## config.mk

```make
export PLATFORM = sky130hd
export DESIGN_NAME = conv_tile_ctrl
export DESIGN_NICKNAME = d
export VERILOG_FILES = /design/src/rtl/conv_tile_ctrl.sv
export SDC_FILE = /design/constraint.sdc
export NUM_CORES = 1
export LEC_CHECK = 0
export ABC_AREA = 0
export BUFFER_PORTS_ARGS = -buffer_cell sky130_fd_sc_hd__buf_2
export CAP_MARGIN = 20
export CORE_AREA = 2 2 280 282
export DETAILED_ROUTE_END_ITERATION = 10
export DIE_AREA = 0 0 282 284
export PLACE_DENSITY = 0.35
export SYNTH_ARGS = -nofsm -noshare
export SYNTH_HDL_FRONTEND = slang
export SYNTH_SLANG_ARGS = --single-unit
```

## constraint.sdc

```tcl
create_clock -name clk -period 26.4 [get_ports clk]
set_input_delay 7.92 -clock clk [delete_from_list [all_inputs] [get_ports clk]]
set_output_delay 7.92 -clock clk [all_outputs]
set_load 0.03 [all_outputs]
```

## src/rtl/conv_tile_ctrl.sv

```systemverilog
// Job sequencer for the 3x3 PE array: latch operands, run the array, capture psums, hand off.
// Optional CONV_TILE_CTRL_PERF_EN adds saturating busy/stall cycle counters.
module conv_tile_ctrl #(
   parameter int unsigned DATA_W       = 8,
   parameter int unsigned RUN_CYCLES   = 7,
   parameter int unsigned DRAIN_CYCLES = 2,
   parameter int unsigned TILE_CNT_W   = 16
) (
   input  logic                    clk,
   input  logic                    rst,
   input  logic                    flush,
   input  logic                    in_valid,
   output logic                    in_ready,
   input  logic [25*DATA_W-1:0]    in_ifmap_flat,
   input  logic [9*DATA_W-1:0]     in_filter_flat,
   output logic                    arr_rst,
   output logic                    arr_en,
   output logic [25*DATA_W-1:0]    arr_ifmap_flat,
   output logic [9*DATA_W-1:0]     arr_filter_flat,
   input  logic [9*DATA_W-1:0]     arr_sum_flat,
   output logic                    out_valid,
   input  logic                    out_ready,
   output logic [9*DATA_W-1:0]     out_sum_flat,
   output logic [TILE_CNT_W-1:0]   tile_cnt
`ifdef CONV_TILE_CTRL_PERF_EN
   ,
   output logic [31:0]             busy_cycles,
   output logic [31:0]             stall_cycles
`endif
);

   localparam int unsigned CntMax = (RUN_CYCLES > DRAIN_CYCLES) ? RUN_CYCLES : DRAIN_CYCLES;
   localparam int unsigned CntW   = (CntMax < 2) ? 1 : $clog2(CntMax);

   typedef enum logic [2:0] {StIdle, StLoad, StRun, StDrain, StOut} state_e;

   state_e                  state_q, state_d;
   logic [CntW-1:0]         cnt_q, cnt_d;
   logic [25*DATA_W-1:0]    ifmap_q, ifmap_d;
   logic [9*DATA_W-1:0]     filter_q, filter_d;
   logic [9*DATA_W-1:0]     sum_q, sum_d;
   logic [TILE_CNT_W-1:0]   tile_q, tile_d;
   logic                    accept, capture, handoff;

   always_ff @(posedge clk or posedge rst) begin
      if (rst) begin
         state_q  <= StIdle;
         cnt_q    <= '0;
         ifmap_q  <= '0;
         filter_q <= '0;
         sum_q    <= '0;
         tile_q   <= '0;
      end else begin
         state_q  <= state_d;
         cnt_q    <= cnt_d;
         ifmap_q  <= ifmap_d;
         filter_q <= filter_d;
         sum_q    <= sum_d;
         tile_q   <= tile_d;
      end
   end

   always_comb begin
      state_d = state_q;
      cnt_d   = cnt_q;
      if (flush) begin
         state_d = StIdle;
      end else begin
         unique case (state_q)
            StIdle: begin
               if (in_valid) state_d = StLoad;
            end
            StLoad: begin
               state_d = StRun;
               cnt_d   = CntW'(RUN_CYCLES - 1);
            end
            StRun: begin
               if (cnt_q == '0) begin
                  state_d = StDrain;
                  cnt_d   = CntW'(DRAIN_CYCLES - 1);
               end else begin
                  cnt_d = cnt_q - 1'b1;
               end
            end
            StDrain: begin
               if (cnt_q == '0) state_d = StOut;
               else             cnt_d   = cnt_q - 1'b1;
            end
            StOut: begin
               if (out_ready) state_d = StIdle;
            end
            default: state_d = StIdle;
         endcase
      end
   end

   // Flush overrides every handshake, including an offered job in IDLE.
   always_comb begin
      accept   = (state_q == StIdle) && in_valid && !flush;
      capture  = (state_q == StDrain) && (cnt_q == '0) && !flush;
      handoff  = (state_q == StOut) && out_ready && !flush;
      ifmap_d  = accept ? in_ifmap_flat : ifmap_q;
      filter_d = accept ? in_filter_flat : filter_q;
      sum_d    = sum_q;
      if (flush)        sum_d = '0;
      else if (capture) sum_d = arr_sum_flat;
      tile_d   = handoff ? tile_q + TILE_CNT_W'(1) : tile_q;
   end

   always_comb begin
      in_ready  = (state_q == StIdle);
      arr_en    = (state_q == StRun) || (state_q == StDrain);
      arr_rst   = !arr_en;
      out_valid = (state_q == StOut);
   end

   assign arr_ifmap_flat  = ifmap_q;
   assign arr_filter_flat = filter_q;
   assign out_sum_flat    = sum_q;
   assign tile_cnt        = tile_q;

`ifdef CONV_TILE_CTRL_PERF_EN
   logic [31:0] busy_q, busy_d, stall_q, stall_d;
   logic        busy_now, stall_now;

   always_comb begin
      busy_now  = (state_q == StLoad) || (state_q == StRun) || (state_q == StDrain);
      stall_now = (state_q == StOut) && !out_ready;
      busy_d    = busy_q;
      stall_d   = stall_q;
      if (busy_now && (busy_q != '1))   busy_d  = busy_q + 32'd1;
      if (stall_now && (stall_q != '1)) stall_d = stall_q + 32'd1;
   end

   always_ff @(posedge clk or posedge rst) begin
      if (rst) begin
         busy_q  <= '0;
         stall_q <= '0;
      end else begin
         busy_q  <= busy_d;
         stall_q <= stall_d;
      end
   end

   assign busy_cycles  = busy_q;
   assign stall_cycles = stall_q;
`endif

endmodule

```

==> summary.txt, run 1 <==
Worst setup path
  – CP startpoint kind: primary input
  – Max Fanout on Critical Path: 69
  – CP arrival: ~11 ns
  – CP Capture Type: flip-flop
  – Worst Path Required: between 20 and 30 ns
  – Setup CP Type: in2reg

Floorplanning
  – CORE AREA: 77,000 sq um
  – Die width: about 280 um
  – Ports: ~700
  – Effective utilization at floorplan: between 10% and 20%
  – Site Rows: 102
  – Die ar.: about 80,000 sq um
  – Die height: between 200 and 300 um

Placement
  – IO buf count: about 710
  – Instance area at placement: about 18,000 sq um
  – Pre-CTS WS: roughly 15 ns
  – RePlAce Congestion: about 0.75
  – Hpwl dp: ~35,000 um
  – Placed cells: 2,556

Timing
  – FMAX: about 94 MHz
  – RSZ-0062 raised after global routing: no
  – Final min period: roughly 11 ns
  – Final hold vios: 0
  – Final setup TNS: 0 ns
  – Worst-Margin Slew: 0.994 ns
  – Clock skew after layout: around 0.012 ns
  – # setup viols final: 0
  – Hold_ws: between 0.4 and 0.5 ns
  – Period utilization: roughly two fifths
  – Post-route setup slack: approximately 16 ns
  – Normalized max-slew margin: between 30% and 40%
  – Slew Limit Fails: 0

Layout
  – Fin cells: between 2,000 and 3,000
  – P&R area growth vs syn: 45.1%
  – Nets@finish: 1,916
  – Post-route cell area: 19,900 sq um
  – Layout cells sized above 1: between 60% and 70%

Power and ir drop
  – Clk pwr share: between 30% and 40%
  – Maximum VDD drop: a little over 40 uV
  – Leakage: between 9 and 10 nW
  – Reg power frac: 39.2%
  – Cell Pwr Density: 91.6 nW/um^2
  – Switching share of power: about a third
  – Comb power frac: about 28%
  – Int Power: 1.19 mW
  – Sw Pwr: 627 uW

Flow run
  – Max_cap viols: 0

Yosys
  – Netlist cell types: 32
  – Post-synth EDFFs: 0
  – Cells after Synth: between 800 and 900
  – Most frequent cells after synthesis: dfrtp_1 (366), mux2_2 (193), mux2_1 (80), a22o_1 (73), buf_2 (38)
  – Post-synth top area share: 66.9%
  – Post-synthesis async set-or-reset flop share: between 90% and 100%
  – Cell Area, Synth: between 10,000 and 15,000 sq um
  – Post-synthesis sequential area ratio: between 60% and 70%
  – Yosys warnings: 0
  – Post-synth net total: 1,193
  – Syn_area_per_cell: around 16 sq um
  – Dominant cells by area after synthesis: dfrtp_1 (67%), mux2_2 (16%), mux2_1 (6.6%), a22o_1 (4.7%), buf_2 (1.4%)
  – Synth Register Bits: between 300 and 400
  – Top FF cell, synth: dfrtp_1
  – Synth area leader: dfrtp_1
  – Most frequent cell after synthesis: dfrtp_1

Clocking
  – CTS tree: done
  – Post-cts resize count: 0
  – Setup bufs post-CTS: 0
  – Clk buf depth: 3
  – Clock sink total: 366
  – Num CTS Buffers: 46
  – # hold bufs at CTS: 0
  – CTS root buffer: clkbuf_16
  – Clk slew on worst S/H paths: 0.06 ns
  – H-tree levels: 2
  – Clock latency on the worst-skew pair: ~0.56 ns

Route
  – DRC Markers: 0
  – WL per Instance: ~18 um
  – Total number of vias: 9,804
  – Routed WL: around 47,000 um
  – DR iter-0 viols: between 200 and 300
  – Post-route ant nets: 0
  – Drt pass-1 iters: 4
  – Vias/cell: roughly 3.7

Global route
  – Number of global-route vias before repair: around 11,000
  – First-pass GRT wire length: just under 70,000 um
  – Largest net degree at the start of global routing: between 100 and 150
  – Gr ovfl total: 0
  – Gr usage total: ~11%
  – Initial antenna violation count: 9

Run status
  – Outcome: completed

Min path
  – Hold crit path type: reg2reg
## registers in the layout, indices dropped and copies added (netlist names)
register,cells
out_sum_flat,72
tile_cnt,16
state_q,3
arr_ifmap_flat,200
cnt_q,3
arr_filter_flat,72
## power by group through the flow
stage          combinational, mW  clock (mW)  sequential [mW]
2_1_floorplan              0.117           0            0.929
3_3_place_gp               0.510           0            0.723
3_5_place_dp               0.512           0            0.724
4_1_cts                    0.512       0.636            0.716
5_1_grt                    0.532       0.657            0.729
6_report                   0.501       0.606            0.714
## critical path, stage by stage
cell and delay, ns:
buf_2 0.23, nor2_1 0.11, nand3_4 0.69, buf_4 0.85, buf_4 0.64, mux2_2 0.40
## metrics by stage
step | util (%) | power [mW]
2_1_floorplan | - | 1.05
3_3_place_gp | 23.9 | 1.23
3_5_place_dp | 23.9 | 1.24
4_1_cts | 25.8 | 1.86
5_1_grt | 25.8 | 1.92
6_report | 25.8 | 1.82
## worst paths after layout
check	slack (ns)	depth (start not counted)	startpoint	end
min reg2reg	0.47	1	tile_cnt[15]	tile_cnt[15]
min in group asynchronous	7.44	2	rst	arr_ifmap_flat[166]
min	0.47	1	tile_cnt[15]	tile_cnt[15]
max	15.82	6	flush	arr_filter_flat[33]
max reg2reg	22.88	5	state_q[0]	arr_filter_flat[33]
max in group asynchronous	16.72	4	rst	arr_ifmap_flat[81]
## area by class of cell
cell class,instances,area [sq um]
diodes,5,12.5
clock buffers,73,1370
clock inverters,6,62.6
fillers,8224,57100
inverters,10,45.0
multi-input cells,419,4280
flip-flops and latches,366,9160
well taps,1040,1300
repair buffers,721,3640
## layout by cell type, fill, tap and decap left out, types with 2 or more instances in the layout
cell and n:
nand2_1 7, nor3_1 7, nand3_1 4, nor2_1 7, clkbuf_16 47, nand2b_1 3, ha_1 3, nor4_2 3
xnor2_1 8, xor2_1 8, mux2_1 80, clkinv_2 3, a22o_1 73, clkbuf_8 10, nand3b_1 2, inv_1 9
buf_2 712, nand4_1 2, mux2_2 193, dfrtp_1 366, and3b_1 2, clkbuf_1 16, diode_2 5, buf_4 8
o21ai_0 3
## cells by family (layout without fill, tap and decap cells)
| group | count (synthesis) | count (layout) | share of synthesized area (%) |
|---|---|---|---|
| adders and majority gates | 3 | 3 | 0.274 |
| and+or+nand+nor | 47 | 47 | 2.25 |
| xor gates and xnor gates | 16 | 16 | 1.02 |
| AOI/OAI and AO/OA | 80 | 80 | 5.03 |
| muxes | 273 | 273 | 22.4 |
| buffers and inverters | 56 | 810 | 2.10 |
| other | 0 | 5 | 0 |
| DFF | 366 | 366 | 66.9 |
## layer usage
metal / share of wire (%) / track usage, %
met1: 36 / 11.7
met2: 52 / 20.6
met3: 9.9 / 4.36
met4: 2.0 / 3.09
met5: 0.11 / 0
Note: power is estimated with default switching activity, not from simulation.
==> run 2: changes to the inputs <==
--- a/config.mk
+++ b/config.mk
@@ -11,7 +11,7 @@
 export CORE_AREA = 2 2 280 282
 export DETAILED_ROUTE_END_ITERATION = 10
 export DIE_AREA = 0 0 282 284
-export PLACE_DENSITY = 0.35
+export PLACE_DENSITY = 0.37
 export SYNTH_ARGS = -nofsm -noshare
 export SYNTH_HDL_FRONTEND = slang
 export SYNTH_SLANG_ARGS = --single-unit
==> constraint.sdc (replaced) <==
create_clock -name clk -period 9.6 [get_ports clk]
set_input_delay 2.88 -clock clk [delete_from_list [all_inputs] [get_ports clk]]
set_output_delay 2.88 -clock clk [all_outputs]
set_load 0.03 [all_outputs]
==> summary.txt, run 2 (synthesized netlist as in run 1, its figures left out) <==
Floorplanning
  – Die width: 282 um (unchanged)
  – CORE AREA: 77,000 sq um (unchanged)
  – Ports: 713 (unchanged)
  – Effective utilization at floorplan: 17.8% (unchanged)
  – Site Rows: 102 (unchanged)
  – Die ar.: 80,100 sq um (unchanged)
  – Die height: 284 um (unchanged)

Global route
  – Largest net degree at the start of global routing: 153 (+13%)
  – First-pass GRT wire length: 66,000 um (-3.5%)
  – Gr usage total: 10.7% (-0.46 points)
  – Number of global-route vias before repair: 10,400 (-1.2%)
  – Gr ovfl total: 0 (unchanged)
  – Initial antenna violation count: 7 (-2)

Power and ir drop
  – Switching share of power: 33.7% (-0.73 points)
  – Sw Pwr: 1.70 mW (+170%)
  – Reg power frac: 38.8% (-0.4 points)
  – Int Power: 3.35 mW (+180%)
  – Cell Pwr Density: 253 nW/um^2 (+180%)
  – Maximum VDD drop: 117 uV (+190%)
  – Comb power frac: 26.9% (-0.6 points)
  – Pwr Total: 5.06 mW (+180%)
  – Clk pwr share: 34.2% (+0.9 points)
  – Leakage: 9.91 nW (+0.48%)

Timing
  – Final hold vios: 0 (unchanged)
  – FMAX: ~210 MHz
  – Slew Limit Fails: 0 (unchanged)
  – Clock skew after layout: 0.0155 ns (+0.00348 ns)
  – RSZ-0062 raised after global routing: no
  – Worst-Margin Slew: 1.10 ns (+0.106 ns)
  – Final min period: about 4.8 ns
  – Normalized max-slew margin: 26.7% (-7.1 points)
  – Hold_ws: 0.463 ns (-0.00918 ns)
  – Period utilization: approximately half
  – # setup viols final: 0 (unchanged)
  – Final setup TNS: 0 ns (unchanged)

Route
  – DRC Markers: 0 (unchanged)
  – DR iter-0 viols: 286 (+3.6%)
  – Vias/cell: 3.70 (-0.34%)
  – Drt pass-1 iters: 4 (unchanged)
  – Total number of vias: 9,767 (-0.38%)
  – Post-route ant nets: 0 (unchanged)
  – Routed WL: 44,400 um (-4.8%)
  – WL per Instance: 16.8 um (-4.7%)

Clocking
  – Setup bufs post-CTS: 0 (unchanged)
  – CTS tree: done
  – Post-cts resize count: 0 (unchanged)
  – Num CTS Buffers: 45 (-2.2%)
  – Clock sink total: 366 (unchanged)
  – CTS root buffer: clkbuf_16
  – # hold bufs at CTS: 0 (unchanged)
  – Clock latency on the worst-skew pair: 0.56 ns (about the same)
  – Clk slew on worst S/H paths: 0.06 ns (about the same)
  – Clk buf depth: 3 (unchanged)
  – H-tree levels: 2 (unchanged)

Worst setup path
  – Setup CP Type: in2reg
  – Worst r2r dst: arr_ifmap_flat[3]
  – Setup crit end: arr_ifmap_flat[3]
  – Worst R2R Start: state_q[0]
  – CP startpoint kind: primary input
  – Crit. Startpoint: flush
  – Worst Path Required: 10.03 ns (-16.81 ns)
  – Worst r2r path cells: 4 (-1)
  – CP Capture Type: flip-flop
  – FF-to-FF setup slack: 6.76 ns (-16.12 ns)
  – CP arrival: 5.23 ns (-5.79 ns)
  – Max Fanout on Critical Path: 150 (+120%)

Layout
  – Largest register FFs: 200 (unchanged)
  – Layout Utilization: 26.0% (+0.13 points)
  – Most common cell after layout, fill and taps aside: buf_2
  – Post-route cell area: 20,000 sq um (+0.50%)
  – Fillers: 8,150 (-0.90%)
  – P&R area growth vs syn: 45.8%
  – Layout cells sized above 1: 62.4% (+0.35 points)
  – Nets@finish: 1,914 (-0.10%)
  – Most frequent cells in the layout: buf_2 (712), dfrtp_1 (366), mux2_2 (193)

Placement
  – Hpwl dp: 32,800 um (-5.3%)
  – IO buf count: 712 (unchanged)
  – Instance area at placement: 18,400 sq um (about the same)
  – RePlAce Congestion: 0.747 (unchanged)

Run status
  – Outcome: completed

Flow run
  – Max_cap viols: 0 (unchanged)

Min path
  – Hold crit path type: reg2reg
-- run 2: how the worst min path moves through the flow --
stage	to	cells after the start	startpoint	slack, ns
finish	tile_cnt[15]	1	tile_cnt[15]	0.46
global route	tile_cnt[15]	1	tile_cnt[15]	0.49
CTS	tile_cnt[15]	1	tile_cnt[15]	0.47
detailed placement	tile_cnt[15]	1	tile_cnt[15]	0.46
global placement	tile_cnt[15]	1	tile_cnt[15]	0.46
floorplan	cnt_q[1]	1	cnt_q[1]	0.46
-- run 2: layout make-up --
cell class / instances / area [sq um] / area share (%)
clock inverter: 6 / 87.6 / 0.439
clock buffer: 73 / 1430 / 7.18
tap: 1040 / 1300 / 6.52
timing repair buffer: 720 / 3660 / 18.3
multi-input combinational: 419 / 4280 / 21.4
sequential: 366 / 9160 / 45.9
inverter: 10 / 41.3 / 0.207
antenna: 5 / 12.5 / 0.0626
-- run 2: critical path, stage by stage --
cell	delay (ns)
buf_2	0.18
nor2_1	0.19
nand3_4	0.55
buf_12	0.47
mux2_1	0.56
-- run 2: metal layers --
metal  GRT usage (%)  wire [um]
met5               0         24
met1            11.4      15900
met2            19.5      23400
met4            3.40       1040
met3            3.83       4000
-- run 2: through the flow --
stage	setup slack, ns	cells
after floorplan	1.81	841
after global placement	4.25	2555
after detailed placement	4.23	2555
after CTS	4.84	2634
after global routing	4.69	2639
final	4.80	2639
-- run 2: power by group through the flow --
stage | Sequential (mW) | Clock, mW | Combinational [mW]
floorplan | 2.55 | 0 | 0.321
global placement | 1.99 | 0 | 1.39
detailed placement | 1.99 | 0 | 1.39
CTS | 1.97 | 1.82 | 1.39
global route | 2.00 | 1.88 | 1.45
finish | 1.96 | 1.73 | 1.36
==> run 3: changes to the inputs <==
--- a/config.mk
+++ b/config.mk
@@ -8,10 +8,10 @@
 export ABC_AREA = 0
 export BUFFER_PORTS_ARGS = -buffer_cell sky130_fd_sc_hd__buf_2
 export CAP_MARGIN = 20
-export CORE_AREA = 2 2 280 282
+export CORE_AREA = 2 2 275 277
 export DETAILED_ROUTE_END_ITERATION = 10
-export DIE_AREA = 0 0 282 284
-export PLACE_DENSITY = 0.37
+export DIE_AREA = 0 0 277 279
+export PLACE_DENSITY = 0.36
 export SYNTH_ARGS = -nofsm -noshare
 export SYNTH_HDL_FRONTEND = slang
 export SYNTH_SLANG_ARGS = --single-unit
==> constraint.sdc (replaced) <==
create_clock -name clk -period 5 [get_ports clk]
set_input_delay 1.5 -clock clk [delete_from_list [all_inputs] [get_ports clk]]
set_output_delay 1.5 -clock clk [all_outputs]
set_load 0.03 [all_outputs]
==> summary.txt, run 3 (synthesized netlist as in run 1, its figures left out) <==
Run status
  – Outcome: completed

Power and ir drop
  – Leakage: 9.90 nW (-0.13%)
  – Switching share of power: 34.6% (+0.96 points)
  – Clk pwr share: 32.6% (-1.6 points)
  – Int Power: 6.22 mW (+86%)
  – Cell Pwr Density: 480 nW/um^2 (+90%)
  – Reg power frac: 39.6% (+0.8 points)
  – Comb power frac: 27.8% (+0.9 points)
  – Sw Pwr: 3.30 mW (+94%)
  – Maximum VDD drop: 227 uV (+94%)

Global route
  – Largest net degree at the start of global routing: 105 (-31%)
  – Grt peak-use layer: met2
  – Met1 usage: 12.5% (+1.1 points)
  – GR Util met2: 21.1% (+1.6 points)
  – Gr usage total: 11.5% (+0.83 points)
  – Grt met3 use: 3.78% (-0.046 points)
  – Gr ovfl total: 0 (unchanged)
  – First-pass GRT wire length: 68,800 um (+4.2%)
  – Number of global-route vias before repair: 10,600 (+1.6%)
  – Initial antenna violation count: 7 (unchanged)

Clocking
  – Num CTS Buffers: 45 (unchanged)
  – Clock sink total: 366 (unchanged)
  – CTS root buffer: clkbuf_16
  – # hold bufs at CTS: 0 (unchanged)
  – CTS tree: done
  – H-tree levels: 2 (unchanged)
  – Clock latency on the worst-skew pair: 0.56 ns (about the same)
  – Clk buf depth: 3 (unchanged)
  – Setup bufs post-CTS: 0 (unchanged)
  – Post-cts resize count: 0 (unchanged)
  – Clk slew on worst S/H paths: 0.07 ns (about the same)

Timing
  – Clock skew after layout: 0.0275 ns (+0.0120 ns)
  – Period utilization: a little under two thirds
  – RSZ-0062 raised after global routing: no
  – Hold_ws: 0.466 ns (+0.00328 ns)
  – Normalized max-slew margin: 45.0% (+18 points)
  – Slew Limit Fails: 0 (unchanged)
  – FMAX: 315 MHz
  – Post-route setup slack: 1.83 ns (-2.98 ns)
  – Worst-Margin Slew: 0.825 ns (-0.275 ns)
  – Final min period: about 3.2 ns
  – Final setup TNS: 0 ns (unchanged)
  – Final hold vios: 0 (unchanged)
  – # setup viols final: 0 (unchanged)

Min path
  – Hold_sp: tile_cnt[15]
  – Hold depth: 1 (unchanged)
  – Hold endpoint: tile_cnt[15]
  – Hold crit path type: reg2reg

Worst setup path
  – CP startpoint kind: flip-flop
  – FF-to-FF setup slack: 2.79 ns (-3.97 ns)
  – Setup CP Type: reg2out
  – Worst r2r dst: arr_ifmap_flat[19]
  – CP arrival: 1.67 ns (-3.56 ns)
  – Worst r2r path cells: 4 (unchanged)
  – Max Fanout on Critical Path: 8 (-95%)
  – Worst Path Required: 3.50 ns (-6.53 ns)
  – Worst R2R Start: state_q[1]
  – CP Capture Type: output port

Floorplanning
  – Ports: 713 (unchanged)
  – Site Rows: 100 (-2.0%)
  – Die ar.: 77,300 sq um (-3.5%)
  – Effective utilization at floorplan: 18.5% (+0.69 points)
  – CORE AREA: 74,100 sq um (-3.7%)
  – Die height: 279 um (-1.8%)
  – Die width: 277 um (-1.8%)

Route
  – Total number of vias: 9,767 (unchanged)
  – WL per Instance: 18.0 um (+7.0%)
  – DR iter-0 viols: 336 (+17%)
  – DRC Markers: 0 (unchanged)
  – Post-route ant nets: 0 (unchanged)
  – Routed WL: 46,400 um (+4.4%)
  – Vias/cell: 3.79 (+2.5%)
  – Drt pass-1 iters: 4 (unchanged)

Placement
  – Placed cells: 2,492 (-2.5%)
  – IO buf count: 712 (unchanged)
  – RePlAce Congestion: 0.769 (+3.0%)
  – Hpwl dp: 34,900 um (+6.6%)
  – Pre-CTS WS: 1.51 ns (-2.72 ns)
  – Instance area at placement: 18,400 sq um (about the same)

Layout
  – Largest register FFs: 200 (unchanged)
  – Post-route cell area: 19,800 sq um (-0.66%)
  – Most common cell after layout, fill and taps aside: buf_2
  – P&R area growth vs syn: 44.9%
  – Nets@finish: 1,922 (+0.42%)
  – Most frequent cells in the layout: buf_2 (712), dfrtp_1 (366), mux2_2 (193)
  – Layout cells sized above 1: 62.2% (-0.12 points)
  – Fin cells: 2,575 (-2.4%)

Flow run
  – Max_cap viols: 0 (unchanged)
run 3: changes by cell type in the layout (fill, tap and decap cells not counted):
cell	change
buf_12	+3
inv_8	+1
bufinv_16	-1
inv_6	-2
clkinv_4	+1
clkbuf_16	-2
diode_2	-1
clkinv_2	+6
clkbuf_8	-8
clkbuf_1	+5
buf_4	+5
run 3: worst max path at each step:
stage,start,to,slack [ns],cells past startpoint
2_1_floorplan,rst,arr_filter_flat[0],-1.41,1
3_3_place_gp,flush,arr_ifmap_flat[16],1.52,5
3_5_place_dp,flush,arr_ifmap_flat[19],1.51,5
4_1_cts,state_q[0],out_valid,1.75,2
5_1_grt,state_q[0],out_valid,1.71,2
6_report,state_q[0],out_valid,1.83,2
run 3: power groups by stage:
stage	Combinational, mW	Sequential [mW]	Clock [mW]
after floorplan	0.617	4.90	0
after global placement	2.69	3.82	0
after detailed placement	2.71	3.82	0
after CTS	2.71	3.78	3.26
after global routing	2.80	3.85	3.38
final	2.65	3.77	3.11
run 3: stage by stage:
stage	util [%]	power [mW]
3_5_place_dp	24.9	6.53
4_1_cts	26.8	9.74
3_3_place_gp	24.9	6.50
6_report	26.8	9.52
2_1_floorplan	-	5.52
5_1_grt	26.8	10.0
run 3: worst max-delay path, stage by stage, from the launching register on:
cell and delay, ns:
dfrtp_1 0.49, nor3b_4 0.34, buf_2 0.28
run 3: cell type report:
class,count,area [sq um]
fillers,7844,54200
flip-flops and latches,366,9160
multi-input cells,419,4280
repair buffers,728,3760
clock buffers,68,1290
well taps,969,1210
clock inverters,11,90.1
inverters,10,41.3
diodes,4,10.0
run 3: per-layer routing:
metal / vias to the layer above / wire (um)
met5: - / 13
met2: 384 / 24500
met4: 2 / 1280
met3: 73 / 3600
li1: 4466 / -
met1: 4842 / 17000
